`config.mk`:
```
export PLATFORM = sky130hd
export DESIGN_NAME = packet_stream_scheduler
export DESIGN_NICKNAME = d
export VERILOG_FILES = /design/src/rtl/packet_sched_pkg.sv /design/src/rtl/rr_pick.sv /design/src/rtl/packet_stream_scheduler.sv
export SDC_FILE = /design/constraint.sdc
export NUM_CORES = 1
export LEC_CHECK = 0
export ABC_AREA = 1
export BUFFER_PORTS_ARGS = -buffer_cell sky130_fd_sc_hd__buf_2
export CORE_MARGIN = 1
export CORE_UTILIZATION = 39
export CTS_CLUSTER_DIAMETER = 80
export DETAILED_ROUTE_END_ITERATION = 6
export GPL_ROUTABILITY_DRIVEN = 0
export GPL_TIMING_DRIVEN = 0
export PLACE_DENSITY = 0.88
export SYNTH_ARGS = -nofsm -noshare
export SYNTH_HDL_FRONTEND = slang
export SYNTH_SLANG_ARGS = --single-unit
```
`constraint.sdc`:
```
create_clock -name clk -period 1.79 [get_ports clk]
set_input_delay 0.0895 -clock clk [delete_from_list [all_inputs] [get_ports clk]]
set_output_delay 0.0895 -clock clk [all_outputs]
set_load 0.01 [all_outputs]
```
`src/rtl/packet_sched_pkg.sv`:
```
// Shared types and helpers for the packet stream scheduler
// and the round-robin arbiters built on rr_pick.
package packet_sched_pkg;

  typedef enum logic {
    IDLE   = 1'b0,
    LOCKED = 1'b1
  } state_t;

  function automatic int rr_next(input int ptr, input int n);
    return (ptr + 1 >= n) ? 0 : ptr + 1;
  endfunction

endpackage

```
`src/rtl/rr_pick.sv`:
```
// Combinational round-robin pick: rotate by ptr,
// priority-encode, rotate the winner back.
module rr_pick #(
  parameter int N = 4
) (
  input  logic [N-1:0]         req_i,
  input  logic [$clog2(N)-1:0] ptr_i,
  output logic [$clog2(N)-1:0] idx_o,
  output logic                 any_o
);

  localparam int IW = $clog2(N);

  logic [N-1:0] rot;

  always_comb begin
    rot   = '0;
    idx_o = '0;
    any_o = |req_i;
    for (int i = 0; i < N; i++) begin
      rot[i] = req_i[IW'((i + int'(ptr_i)) % N)];
    end
    for (int i = N - 1; i >= 0; i--) begin
      if (rot[i]) idx_o = IW'((i + int'(ptr_i)) % N);
    end
  end

endmodule

```
`src/rtl/packet_stream_scheduler.sv`:
```
// Packet-level round-robin mux of N valid/ready streams
// onto one registered output, up to QUANTUM packets per turn.
module packet_stream_scheduler
  import packet_sched_pkg::*;
#(
  parameter int N_PORTS = 4,
  parameter int DATA_W  = 32,
  parameter int QUANTUM = 2
) (
  input  logic                        clk,
  input  logic                        rst_n,
  input  logic [N_PORTS-1:0]          in_valid,
  input  logic [N_PORTS-1:0]          in_last,
  input  logic [N_PORTS*DATA_W-1:0]   in_data,
  output logic [N_PORTS-1:0]          in_ready,
  output logic                        out_valid,
  output logic                        out_last,
  output logic [DATA_W-1:0]           out_data,
  output logic [$clog2(N_PORTS)-1:0]  out_src,
  input  logic                        out_ready
);

  localparam int IW = $clog2(N_PORTS);
  localparam int CW = (QUANTUM > 1) ? $clog2(QUANTUM) : 1;

  typedef logic [IW-1:0] port_idx_t;

  state_t      state_q, state_d;
  port_idx_t   ptr_q, ptr_d;
  port_idx_t   gnt_q, gnt_d;
  logic [CW-1:0] cnt_q, cnt_d;
  logic        ov_q, ov_d;
  logic        ol_q, ol_d;
  logic [DATA_W-1:0] od_q, od_d;
  port_idx_t   os_q, os_d;

  port_idx_t   pick_idx;
  logic        pick_any;
  logic        sel_valid;
  logic        sel_last;
  logic [DATA_W-1:0] sel_data;
  logic        can_load;

  rr_pick #(.N(N_PORTS)) u_pick (
    .req_i (in_valid),
    .ptr_i (ptr_q),
    .idx_o (pick_idx),
    .any_o (pick_any)
  );

  always_comb begin
    sel_valid = 1'b0;
    sel_last  = 1'b0;
    sel_data  = '0;
    for (int i = 0; i < N_PORTS; i++) begin
      if (gnt_q == IW'(i)) begin
        sel_valid = in_valid[i];
        sel_last  = in_last[i];
        sel_data  = in_data[i*DATA_W +: DATA_W];
      end
    end
  end

  assign can_load = out_ready || !ov_q;

  always_comb begin
    in_ready = '0;
    if (state_q == LOCKED) in_ready[gnt_q] = can_load;
  end

  always_comb begin
    state_d = state_q;
    ptr_d   = ptr_q;
    gnt_d   = gnt_q;
    cnt_d   = cnt_q;
    ov_d    = ov_q;
    ol_d    = ol_q;
    od_d    = od_q;
    os_d    = os_q;
    if (ov_q && out_ready) ov_d = 1'b0;
    unique case (state_q)
      IDLE: begin
        // The port that was mid-turn has nothing queued: its turn ends.
        if (cnt_q != '0 && !in_valid[ptr_q]) begin
          ptr_d = IW'(rr_next(int'(ptr_q), N_PORTS));
          cnt_d = '0;
        end
        if (pick_any) begin
          gnt_d   = pick_idx;
          state_d = LOCKED;
        end
      end
      LOCKED: begin
        if (sel_valid && can_load) begin
          ov_d = 1'b1;
          ol_d = sel_last;
          od_d = sel_data;
          os_d = gnt_q;
          if (sel_last) begin
            state_d = IDLE;
            if (cnt_q == CW'(QUANTUM - 1)) begin
              ptr_d = IW'(rr_next(int'(gnt_q), N_PORTS));
              cnt_d = '0;
            end else begin
              ptr_d = gnt_q;
              cnt_d = cnt_q + CW'(1);
            end
          end
        end
      end
      default: state_d = IDLE;
    endcase
  end

  always_ff @(posedge clk or negedge rst_n) begin
    if (!rst_n) begin
      state_q <= IDLE;
      ptr_q   <= '0;
      gnt_q   <= '0;
      cnt_q   <= '0;
      ov_q    <= 1'b0;
      ol_q    <= 1'b0;
      od_q    <= '0;
      os_q    <= '0;
    end else begin
      state_q <= state_d;
      ptr_q   <= ptr_d;
      gnt_q   <= gnt_d;
      cnt_q   <= cnt_d;
      ov_q    <= ov_d;
      ol_q    <= ol_d;
      od_q    <= od_d;
      os_q    <= os_d;
    end
  end

  assign out_valid = ov_q;
  assign out_last  = ol_q;
  assign out_data  = od_q;
  assign out_src   = os_q;

endmodule

```
==> results.txt <==
The antenna violation net count after detailed routing came out at 0. The worst pin sits at a relative slew slack of 35.75%. The critical path is of the reg -> reg type.

The startpoint identified for the worst register-to-register timing path is gnt_q[0]$_DFFE_PN0P_. The number of sinks on the clock net came out at 42. The reg2reg setup slack came out at -0.13 ns. The delay contributed by the slowest stage of the critical path is 0.46 ns.

The checks that failed: setup timing. The height of the chip is 88.26 µm. The post-synthesis sequential element count is 42.

TritonCTS built the clock tree. CTS built an H-tree with a depth of 2. The via count of the first global-routing pass is 3,493. The required time of the critical path came out at 2.03 ns. The placed instance count is 692. The number of instances in the synthesized netlist came out at 415. Across the routed clock network, the largest skew measured is 0.01071 ns. The sum of overflow across all layers after global routing is 0.

The upper clock frequency limit came out at 0.5204 GHz. The min-delay analysis places its worst path in the category in -> reg. The post-synthesis cell area came out at 0.002902 mm². After the first detailed-routing iteration, the DRC count stood at 235.

The chip width came out at 88.26 µm. The endpoint identified for the worst register-to-register timing path is out_data[2]$_DFFE_PN0P_. The number of buffers inserted during clock tree synthesis came out at 5. The static leakage came out at 2.322 nW.

The number of port buffers is 178. Among the stages of the critical path, the cell type that occurs most often is nand2_1. The number of antenna violations at the first check in global routing is 0. The DRC violation count after routing is 0. The signal on the critical path passes through buf_6, ha_4, buf_2, nor2_4, buf_4, buf_8, nand2_1, nand2_1, o211ai_1, nand3_2, o21a_1.

The portion of the post-synthesis area used by sequential elements is 36.22%. The end point of the worst hold path is out_valid$_DFF_PN0_. Dividing the detail-routed wire length by the instance count gives 15.72 µm. The worst path arrival time came out at 2.16 ns. The worst-case setup margin in the final layout came out at -0.1315 ns. The worst ir drop on vdd is 1.044 mV. Summing over every cut layer, the via total after detailed routing is 3,886. The number of filler instances in the final layout came out at 648.

Once the floorplan was initialized, standard cells occupied 40.22% of the core. The flow ran to the end, but the final reports show violations. The final cell count without fillers is 729. A synthesized cell averages 6.992 µm². The final net count is 772. The later pin in the worst-skew pair is clocked with a latency of 0.29 ns.

The total setup violations reported at the end of the flow is 35. The routed via count divided by cell count is 5.331. The number of nets handed over by synthesis was 558. The final critical delay including setup and external delays came out at 1.921 ns. For this run, the number of Yosys warnings is 0. The worst-margin pin slew is 0.9638 ns. The number of cells on the worst reg-to-reg path is 11. The count of maximum capacitance violations is 0. The number of buffers and inverters on the critical path is 4. The cell depth of the worst min-delay path came out at 4.

The worst hold slack across all endpoints is 0.06684 ns. The detailed-routing iteration count for the pre-antenna-repair pass is 7. After legalization and detailed placement, the total HPWL measured 7664 µm. The number of hold violations in the final report is 0. Setup repair after global routing could not meet its margin everywhere. STA classifies the critical path startpoint as a flip-flop. After floorplanning, the core was divided into 31 placement rows. The I/O pin count came out at 179. The clock passes through at most 2 buffers. The number of library cell types mapped by synthesis is 20. The die outline area is 0.007789 mm². STA classifies the critical path endpoint as a flip-flop.

The tree is rooted in a clkbuf_8. The global-route wire length before repair is 16,370 µm. Entering global routing, the biggest net connects 43 pins.

The final period utilization is 107.3%. The all-layer global routing usage came out at 27.59%. The source of the worst hold timing path is out_ready. In this design, the largest share of critical-path delay is due to buffers and inverters. The number of diodes came out at 0.

The number of slew-limit violations in the final report came to 0. The area of the placeable core came out at 0.007214 mm². From synthesis to final layout, the design area changed by 56.79%. Summed over all layers, the routed wires come to 11,460 µm. The power density of the placed cells came out at 2093 mW/mm². The clock transition at the registers of the reported paths came out at 0.08 ns.

In this run the worst path has a maximum fanout of 10. Of the cells placed in the final design, the portion with a size suffix greater than 1 is 43.49%. The cell with the biggest individual delay on the critical path is dfrtp_2.
==> layout make-up <==
cell class / count / area [µm²] / area share (%)
plain buffers: 27 / 220.2 / 4.840
clock buffers: 7 / 76.32 / 1.678
clock inverters: 1 / 30.03 / 0.6601
inverters: 18 / 91.34 / 2.008
multi-input cells: 326 / 1821 / 40.02
flip-flops and latches: 42 / 1052 / 23.13
well taps: 99 / 123.9 / 2.723
repair buffers: 209 / 1135 / 24.95
==> logic make-up after synthesis <==
kind of cell             share of synthesized area, %
AND/OR/NAND/NOR                                 29.50
flip-flops                                      36.22
adder cells (fa/ha/maj)                         1.725
AO/OA/AOI/OAI                                   25.31
buffers and inverters                           7.244
==> through the flow <==
step                      setup slack, ns  total power [mW]  util [%]  instance area (µm²)  setup TNS [ns]
after floorplan                   0.03549             5.558         -                 2902               0
after global placement            -0.4199             7.010     54.28                 3916          -15.03
after detailed placement          -0.4718             7.251     54.28                 3916          -16.45
after CTS                        -0.04959             9.022     61.29                 4422         -0.5680
after global routing              -0.2099             10.27     63.06                 4549          -6.363
final                             -0.1315             9.520     63.06                 4549          -2.689
==> cell usage after synthesis <==
| master | n | area (µm²) |
|---|---|---|
| a21oi_2 | 2 | 17.52 |
| inv_1 | 15 | 56.30 |
| clkbuf_1 | 13 | 48.80 |
| a31oi_1 | 1 | 6.260 |
| o211ai_1 | 33 | 247.7 |
| ha_1 | 4 | 50.05 |
| dfrtp_1 | 42 | 1051 |
| buf_4 | 4 | 30.03 |
| nand3_1 | 48 | 240.2 |
| nor2_1 | 9 | 33.78 |
| a21oi_1 | 36 | 180.2 |
| nand2_1 | 150 | 563.0 |
| o21ai_0 | 7 | 35.03 |
| clkinv_1 | 3 | 11.26 |
| nand4_1 | 2 | 12.51 |
| buf_1 | 2 | 7.510 |
| nand2_2 | 1 | 6.260 |
| o21a_1 | 33 | 247.7 |
| buf_6 | 1 | 11.26 |
| buf_2 | 9 | 45.04 |
==> what timing repair did <==
| action | CTS | global route |
|---|---|---|
| setup buffers | 16 | 11 |
| cloned | 3 | 0 |
| resized for setup | 75 | 15 |
| pin swaps | 6 | 7 |
| setup endpoints to repair | 42 | 43 |
| hold buffers | 1 | 0 |
| endpoints found under the hold margin | 42 | 0 |
==> flip-flops by register name (all words and copies together) (netlist names) <==
| register | flops |
|---|---|
| ptr_q | 2 |
| cnt_q | 1 |
| out_last | 1 |
| out_src | 2 |
| out_valid | 1 |
| out_data | 32 |
| gnt_q | 2 |
| state_q | 1 |
==> layer usage <==
metal	GRT usage [%]	vias to the layer above	part of all wire [%]
met5	0	-	0
met4	8.065	0	2.2
met3	5.037	32	7.8
met2	49.30	224	50
met1	33.88	1789	40
li1	-	1841	-
==> cell usage in the layout (no fill, tap or decap), drive strengths merged <==
cell type | netlist | routed
buf | 16 | 224
a21oi | 38 | 38
nand2 | 151 | 151
clkinvlp | 0 | 1
dlygate4sd3 | 0 | 1
o211ai | 33 | 33
a31oi | 1 | 1
nor2 | 9 | 9
clkinv | 3 | 1
bufinv | 0 | 1
nand3 | 48 | 48
clkbuf | 13 | 18
o21ai | 7 | 7
inv | 15 | 16
dfrtp | 42 | 42
ha | 4 | 4
o21a | 33 | 33
nand4 | 2 | 2
==> worst min-delay path, delay by kind of cell <==
family                 cells  cell delay (ns)
buffers and inverters      2             0.10
and+or+nand+nor            2             0.13
==> worst max path at each step <==
stage	from	cells past startpoint	to	slack [ns]
floorplan	gnt_q[0]$_DFFE_PN0P_	9	out_data[10]$_DFFE_PN0P_	0.04
global placement	gnt_q[0]$_DFFE_PN0P_	9	out_data[13]$_DFFE_PN0P_	-0.42
detailed placement	gnt_q[0]$_DFFE_PN0P_	8	out_data[27]$_DFFE_PN0P_	-0.47
CTS	gnt_q[1]$_DFFE_PN0P_	11	out_data[6]$_DFFE_PN0P_	-0.05
global route	gnt_q[0]$_DFFE_PN0P_	11	out_data[27]$_DFFE_PN0P_	-0.21
finish	gnt_q[0]$_DFFE_PN0P_	11	out_data[2]$_DFFE_PN0P_	-0.13
==> report_power, final <==
group	internal, mW	switching [mW]
sequential	1.48	0.301
clock	0.418	0.325
combinational	3.10	3.89
Note: power is estimated with default switching activity, not from simulation.
